[config.mk]
export PLATFORM = sky130hd
export DESIGN_NAME = sync_fifo_param
export DESIGN_NICKNAME = d
export VERILOG_FILES = /design/src/rtl/sync_fifo_param.sv
export SDC_FILE = /design/constraint.sdc
export NUM_CORES = 1
export LEC_CHECK = 0
export ABC_AREA = 1
export ABC_CLOCK_PERIOD_IN_PS = 4000
export BUFFER_PORTS_ARGS = -buffer_cell sky130_fd_sc_hd__buf_2
export CAP_MARGIN = 25
export CELL_PAD_IN_SITES_DETAIL_PLACEMENT = 1
export CELL_PAD_IN_SITES_GLOBAL_PLACEMENT = 2
export CORE_ASPECT_RATIO = 1.4
export CORE_MARGIN = 1
export CORE_UTILIZATION = 40
export DETAILED_ROUTE_END_ITERATION = 8
export PLACE_DENSITY_LB_ADDON = 0.1
export SETUP_SLACK_MARGIN = 0.15
export SLEW_MARGIN = 20
export SYNTH_ARGS = -nofsm -noshare
export SYNTH_HDL_FRONTEND = slang
export SYNTH_SLANG_ARGS = --single-unit
[constraint.sdc]
create_clock -name clk -period 4 [get_ports clk]
set_input_delay 0.2 -clock clk [delete_from_list [all_inputs] [get_ports clk]]
set_output_delay 0.2 -clock clk [all_outputs]
set_load 0.005 [all_outputs]
[src/rtl/sync_fifo_param.sv]
`default_nettype none
// ============================================================================
//  Module      : sync_fifo_param
//  Description : Parametrised single-clock FIFO with occupancy count,
//                programmable almost-full/almost-empty thresholds, overflow
//                and underflow error pulses, and a build-time FWFT mode.
//  Revision    : 1.0 - initial release
// ============================================================================
module sync_fifo_param #(
  parameter int DATA_W   = 8,
  parameter int DEPTH    = 16,
  parameter int AF_LEVEL = DEPTH - 2,
  parameter int AE_LEVEL = 2,
  parameter int FWFT     = 0
) (
  input  logic                       clk,
  input  logic                       rst,
  input  logic                       WREN,
  input  logic                       RDEN,
  input  logic [DATA_W-1:0]          data_in,
  output logic [DATA_W-1:0]          data_out,
  output logic                       full,
  output logic                       empty,
  output logic                       almost_full,
  output logic                       almost_empty,
  output logic [$clog2(DEPTH):0]     count,
  output logic                       overflow,
  output logic                       underflow
);

  localparam int c_ptr_w = $clog2(DEPTH);
  localparam int c_cnt_w = c_ptr_w + 1;

  localparam logic [c_cnt_w-1:0] c_depth    = c_cnt_w'(DEPTH);
  localparam logic [c_cnt_w-1:0] c_af_level = c_cnt_w'(AF_LEVEL);
  localparam logic [c_cnt_w-1:0] c_ae_level = c_cnt_w'(AE_LEVEL);
  localparam logic [c_cnt_w-1:0] c_cnt_one  = c_cnt_w'(1);
  localparam logic [c_ptr_w-1:0] c_ptr_one  = c_ptr_w'(1);

  logic [DATA_W-1:0]  mem_q [DEPTH];
  logic [c_ptr_w-1:0] wr_ptr_q, wr_ptr_d;
  logic [c_ptr_w-1:0] rd_ptr_q, rd_ptr_d;
  logic [c_cnt_w-1:0] count_q, count_d;
  logic               overflow_q, underflow_q;
  logic               w_rd_ok, w_wr_ok;

  // Flags derive only from the count register, never from pointer compares.
  assign empty        = (count_q == '0);
  assign full         = (count_q == c_depth);
  assign almost_full  = (count_q >= c_af_level);
  assign almost_empty = (count_q <= c_ae_level);
  assign count        = count_q;
  assign overflow     = overflow_q;
  assign underflow    = underflow_q;

  // A read on a full FIFO frees the slot the concurrent write lands in.
  assign w_rd_ok = RDEN && !empty;
  assign w_wr_ok = WREN && (!full || w_rd_ok);

  always_comb begin
    wr_ptr_d = wr_ptr_q;
    rd_ptr_d = rd_ptr_q;
    count_d  = count_q;
    if (w_wr_ok) begin
      wr_ptr_d = wr_ptr_q + c_ptr_one;
    end
    if (w_rd_ok) begin
      rd_ptr_d = rd_ptr_q + c_ptr_one;
    end
    case ({w_wr_ok, w_rd_ok})
      2'b10:   count_d = count_q + c_cnt_one;
      2'b01:   count_d = count_q - c_cnt_one;
      default: count_d = count_q;
    endcase
  end

  always_ff @(posedge clk) begin
    if (rst) begin
      wr_ptr_q    <= '0;
      rd_ptr_q    <= '0;
      count_q     <= '0;
      overflow_q  <= 1'b0;
      underflow_q <= 1'b0;
    end else begin
      wr_ptr_q    <= wr_ptr_d;
      rd_ptr_q    <= rd_ptr_d;
      count_q     <= count_d;
      overflow_q  <= WREN && !w_wr_ok;
      underflow_q <= RDEN && !w_rd_ok;
    end
  end

  // Storage carries no reset; stale words are unreachable once pointers clear.
  always_ff @(posedge clk) begin
    if (w_wr_ok) begin
      mem_q[wr_ptr_q] <= data_in;
    end
  end

  generate
    if (FWFT != 0) begin : g_fwft
      assign data_out = mem_q[rd_ptr_q];
    end else begin : g_std
      logic [DATA_W-1:0] dout_q;
      always_ff @(posedge clk) begin
        if (rst) begin
          dout_q <= '0;
        end else if (w_rd_ok) begin
          dout_q <= mem_q[rd_ptr_q];
        end
      end
      assign data_out = dout_q;
    end
  endgenerate

endmodule
`default_nettype wire

# Word-level counts from Yosys, hierarchy flattened
# Memory sizes are Yosys's and may differ from the RTL's. A register that Yosys moved wholly into a read port is not among the register bits.
# Index checks and enable logic that the tools add are counted.
[classes] n_addsub=4 n_lt_le_gt_ge=2 eq_ne=3 n_mux=3 n_reduce_logical=11
[ops] cell="case mux 5 bit (2 select lines)" n=1
[ops] cell="adder 4 x 1 -> 4 bit (second input constant)" n=2
[ops] cell="adder 5 x 1 -> 5 bit (second input constant)" n=1
[ops] cell="equality test 5 bit (second input constant)" n=1
[ops] cell=">= comparator 5 x 4 -> 1 bit (second input constant)" n=1
[ops] cell="less-or-equal comparator 5 x 2 -> 1 bit (second input constant)" n=1
[ops] cell="logical NOT 5 bit" n=1
[ops] cell="subtractor 5 x 1 -> 5 bit (second input constant)" n=1
[ops] cell="logical AND 1 bit" n=4
[ops] cell="logical NOT 1 bit" n=4
[ops] cell="equality test 2 x 1 -> 1 bit (second input constant)" n=1
[ops] cell="equality test 2 bit (second input constant)" n=1
[ops] cell="2-to-1 mux 1 bit" n=2
[ops] cell="nonzero test 2 bit" n=1
[ops] cell="logical OR 1 bit" n=1
[word_totals] ff_bits=15 ramBits=128 output_inout_bits=19 elab_cells=29 n_memories=1
[memory_table] name="mem_q" depth=16 width=8 rd=1 rd_clocked_by_memory_dff=1 write_ports=1 line_no="40" rtl="logic [DATA_W-1:0] mem_q [DEPTH];"

# Longest topological paths before layout
[depth] depth_word=7 mapped_depth=15 depth_no_buf=15

# Worst setup path before layout
# No wires, ideal clock.
[synth_path] path_type="flip-flop to flip-flop" start="register count_q[0], in the netlist count[0]" end="register count_q[4], in the netlist count[4]" setup_time_ns=0.115 arrival_ns=1.839 required_ns=3.885 setup_slack_ns=2.046 path_stages_with_launch=16 path_buffers=0 path_cell_list="dfxtp_1 nor2_4 nand3_4 nand2_4 inv_2 nand2_1 inv_1 fa_1 nand2_1 nand2_1 a21oi_1 nand2_1 nand2_1 nand3_1 nand2_1 nor2_1"
[synth_via] elab_chain_cells=7 word_cells_on_any_way=13
[synth_rtl] item="start: declaration" line_no="43" rtl="logic [c_cnt_w-1:0] count_q, count_d;"
[synth_rtl] item="start signal: assignment" line_no="87" rtl="count_q <= count_d;"
[synth_rtl] item="logical NOT 5 bit" line_no="48" rtl="assign empty = (count_q == '0);"
[synth_rtl] item="logical NOT 1 bit" line_no="57" rtl="assign w_rd_ok = RDEN && !empty;"
[synth_rtl] item="logical AND 1 bit" line_no="57"
[synth_rtl] item="logical OR 1 bit" line_no="58" rtl="assign w_wr_ok = WREN && (!full || w_rd_ok);"
[synth_rtl] item="logical AND 1 bit" line_no="58"
[synth_rtl] item="equality test 2 x 1 -> 1 bit / equality test 2 bit (equally long branches)" line_no="70" rtl="case ({w_wr_ok, w_rd_ok})"
[synth_rtl] item="case mux 5 bit (2 select lines) / nonzero test 2 bit (equally long branches)"
# Several ways; a longest one is shown, not always the timed one.
# A chain may end at the register's enable or synchronous reset.

# Worst setup path in the final report
[layout_path] start="register count_q[1], in the netlist count[1]" end="register count_q[4], in the netlist count[4]"
# The elaborated chain is that of the path after synthesis.

==> results.yml <==
setup_path:
  critical-path-slowest-cell: "dfxtp_1"
  path_max_fanout: 20
  cpMostUsedCell: "nand2_1"
  critical_path_class: "flop to flop"
  timing.rr.end: "count[4]$_SDFFE_PP0P_"
  critPathCaptureType: "flop"
  r2r_cells: 15
  r2r_slack_ns: 1.50
  max_stage_delay_ns: 0.54
  crit_required_ns: 4.31
  crit_chain: "nor2_4 -> nand3_4 -> nand2_4 -> inv_2 -> nand2_1 -> inv_1 -> ha_1 -> nand2_1 -> nand2_1 -> a21oi_1 -> nand2_1 -> nand2_1 -> nand3_1 -> nand2_1 -> nor2_1"
  worstSetupStartpointType: "flop"
  crit_family: "simple AND/OR/NAND/NOR gates"
  critPathArrivalTime_ns: 2.81
  worst-path-buf-inv: 2
  worstReg2RegStart: "count[1]$_SDFFE_PP0P_"
die:
  dieArea_mm2: 0.0172
  start_util_pct: 41.2
  core_mm2: 0.0162
  rows: 55
  dieHeight_um: 155
  ioPinCount: 31
  die_w_um: 111
power_and_ir_drop:
  clockPowerShare_pct: 34.1
  pwr-share-comb_pct: 23.2
  power.switching_w: 0.00144
  intPower_w: 0.00291
  power_density_mw_per_mm2: 581
  leakage_nw: 3.16
  switching_share_pct: 33.1
  ir_drop_mv: 0.286
  p_seq_share_pct: 42.7
final_layout:
  fin_cells: 908
  fill_cells: 1836
  diodes: 0
  drive_gt1_share_pct: 12.0
  syn_to_final_growth_pct: 11.9
  fin_nets: 717
timing:
  timing.setup.tns_ns: 0
  period_share_pct: 62.6
  rsz0062_at_grt: "false"
  finalWorstSetupSlack_ns: 1.50
  worstMarginPinSlew_ns: 0.949
  finalHoldWorstSlack_ns: 0.118
  fin_crit_ns: 2.50
  hold_violations: 0
  maxSlewViolCount: 0
  slew_headroom_pct: 36.5
  finClkSkew_ns: 0.0209
  setup_violations: 0
  fmax_mhz: 399
global_route:
  grt_max_degree: 67
  gr-total-overflow: 0
  grt_usage_pct: 21.7
  grt_pass1_wl_um: 27500
  grt_pass1_vias: 4891
  antenna_found_initial: 0
synth:
  synth_cells: 671
  synth_top_area_share_pct: 57.5
  ys_ff_latch: 151
  yosys-top-cells-count: "190 x nand2_1, 128 x edfxtp_1, 97 x nand3_1, 85 x inv_1, 61 x nor2_1"
  yosysWarnings: 0
  avgSynthCellArea_um2: 9.96
  synth_area_leader_cell: "edfxtp_1"
  synth.most_common_cell: "nand2_1"
  ys_top_cells_by_area: "edfxtp_1 57%, nand2_1 11%, nand3_1 7.3%, dfxtp_1 6.9%, inv_1 4.8%"
  synth_ff_type: "edfxtp_1"
  syn_area_mm2: 0.00669
  synth.distinct_cells: 28
  syn-num-nets: 692
  seq_area_frac_synth_pct: 64.4
  synth_edf_count: 128
  async_flop_share_pct: 0
cts:
  cts_buffers: 17
  cts_max_level: 4
  cts_setup_buffers: 0
  clk_pin_slew_ns: 0.07
  cts_buffer_depth: 2
  clock_latency_ns: 0.43
  cts-root-buf: "clkbuf_16"
  cts_tree: "done"
  ctsHoldBuffers: 0
  cts_resized: 0
  clock-sinks: 151
drt:
  vias: 4555
  wirelength_um: 17400
  final_antenna_net_count: 0
  wl_per_cell_um: 19.1
  vias_per_cell: 5.02
  drc: 0
  drtPass1Iterations: 4
  dr.first_iter.drc_count: 205
min_path:
  hold_start: "RDEN"
  hold_class: "input pin to flop"
  hold_end: "rd_ptr_q[1]$_SDFFE_PP0P_"
  holdPathStages: 3
placement:
  hpwl_um: 11500
  place_inst: 875
  io_buffers: 30
  gp_congestion: 0.837
  preCtsSetupSlack_ns: 1.50
run_status:
  status: "complete, no violations"
flow_run:
  drv_cap: 0
-- routing by layer --
layer	share of wire, %	vias to the layer above	GRT usage [%]
li1	-	2233	-
met1	43	2248	25.2
met2	53	62	39.7
met3	3.3	12	4.21
met4	1.3	0	7.46
met5	0	-	0
-- per-stage QoR --
stage	power, W	area (um2)	util, %
floorplan	0.00260	6690	-
global placement	0.00287	6920	42.6
detailed placement	0.00290	6920	42.6
CTS	0.00440	7460	45.9
global route	0.00458	7480	46.1
finish	0.00435	7480	46.1
-- worst min-delay path, cell delays in order --
cell     delay, ns
buf_2         0.12
nand2_4       0.09
a21oi_1       0.07
-- how the worst max path moves through the flow --
stage	depth (start not counted)	slack (ns)	from	to
after floorplan	15	2.05	count[0]$_SDFFE_PP0P_	count[4]$_SDFFE_PP0P_
after global placement	15	1.65	count[0]$_SDFFE_PP0P_	count[4]$_SDFFE_PP0P_
after detailed placement	15	1.50	count[0]$_SDFFE_PP0P_	count[4]$_SDFFE_PP0P_
after global routing	15	1.22	count[0]$_SDFFE_PP0P_	count[4]$_SDFFE_PP0P_
after CTS	15	1.49	count[0]$_SDFFE_PP0P_	count[4]$_SDFFE_PP0P_
final	15	1.50	count[1]$_SDFFE_PP0P_	count[4]$_SDFFE_PP0P_
-- cell usage in the layout (no fill, tap or decap), drive strengths merged --
| master | n |
|---|---|
| a2111oi | 1 |
| a21oi | 8 |
| buf | 35 |
| clkbuf | 18 |
| clkinv | 4 |
| clkinvlp | 5 |
| dfxtp | 23 |
| edfxtp | 128 |
| fa | 1 |
| ha | 8 |
| inv | 97 |
| nand2 | 196 |
| nand3 | 98 |
| nor2 | 64 |
| nor3 | 2 |
| o21ai | 17 |
| o21bai | 1 |
| xor2 | 3 |
-- kinds of logic (layout without fill, tap and decap cells) --
logic type | count (synthesis) | after routing | synth area share [%]
flops | 151 | 151 | 64.4
buf+inv | 121 | 159 | 8.14
fa+ha+maj | 9 | 9 | 1.80
simple gates | 360 | 360 | 22.9
xor+xnor | 3 | 3 | 0.393
compound gates | 27 | 27 | 2.40
-- power groups by stage --
stage          registers, W  clock network, W  logic [W]
5_1_grt             0.00187           0.00158    0.00114
6_report            0.00186           0.00148    0.00101
4_1_cts             0.00186           0.00152    0.00102
3_3_place_gp        0.00189                 0   0.000988
3_5_place_dp        0.00189                 0    0.00101
2_1_floorplan       0.00188                 0   0.000723
-- sequential cells by signal, summed over array words and instances (netlist names) --
register,count
mem_q,128
data_out,8
count,5
rd_ptr_q,4
wr_ptr_q,4
overflow,1
underflow,1
-- cell type report --
type | instances | area, um2 | area share, %
sequential | 151 | 4310 | 57.5
multi-input combinational | 399 | 1840 | 24.6
clock buffer | 18 | 429 | 5.74
inverter | 92 | 345 | 4.62
tap | 199 | 249 | 3.33
timing repair buffer | 35 | 200 | 2.68
clock inverter | 14 | 115 | 1.54
Power figures use the tool's default switching activity.
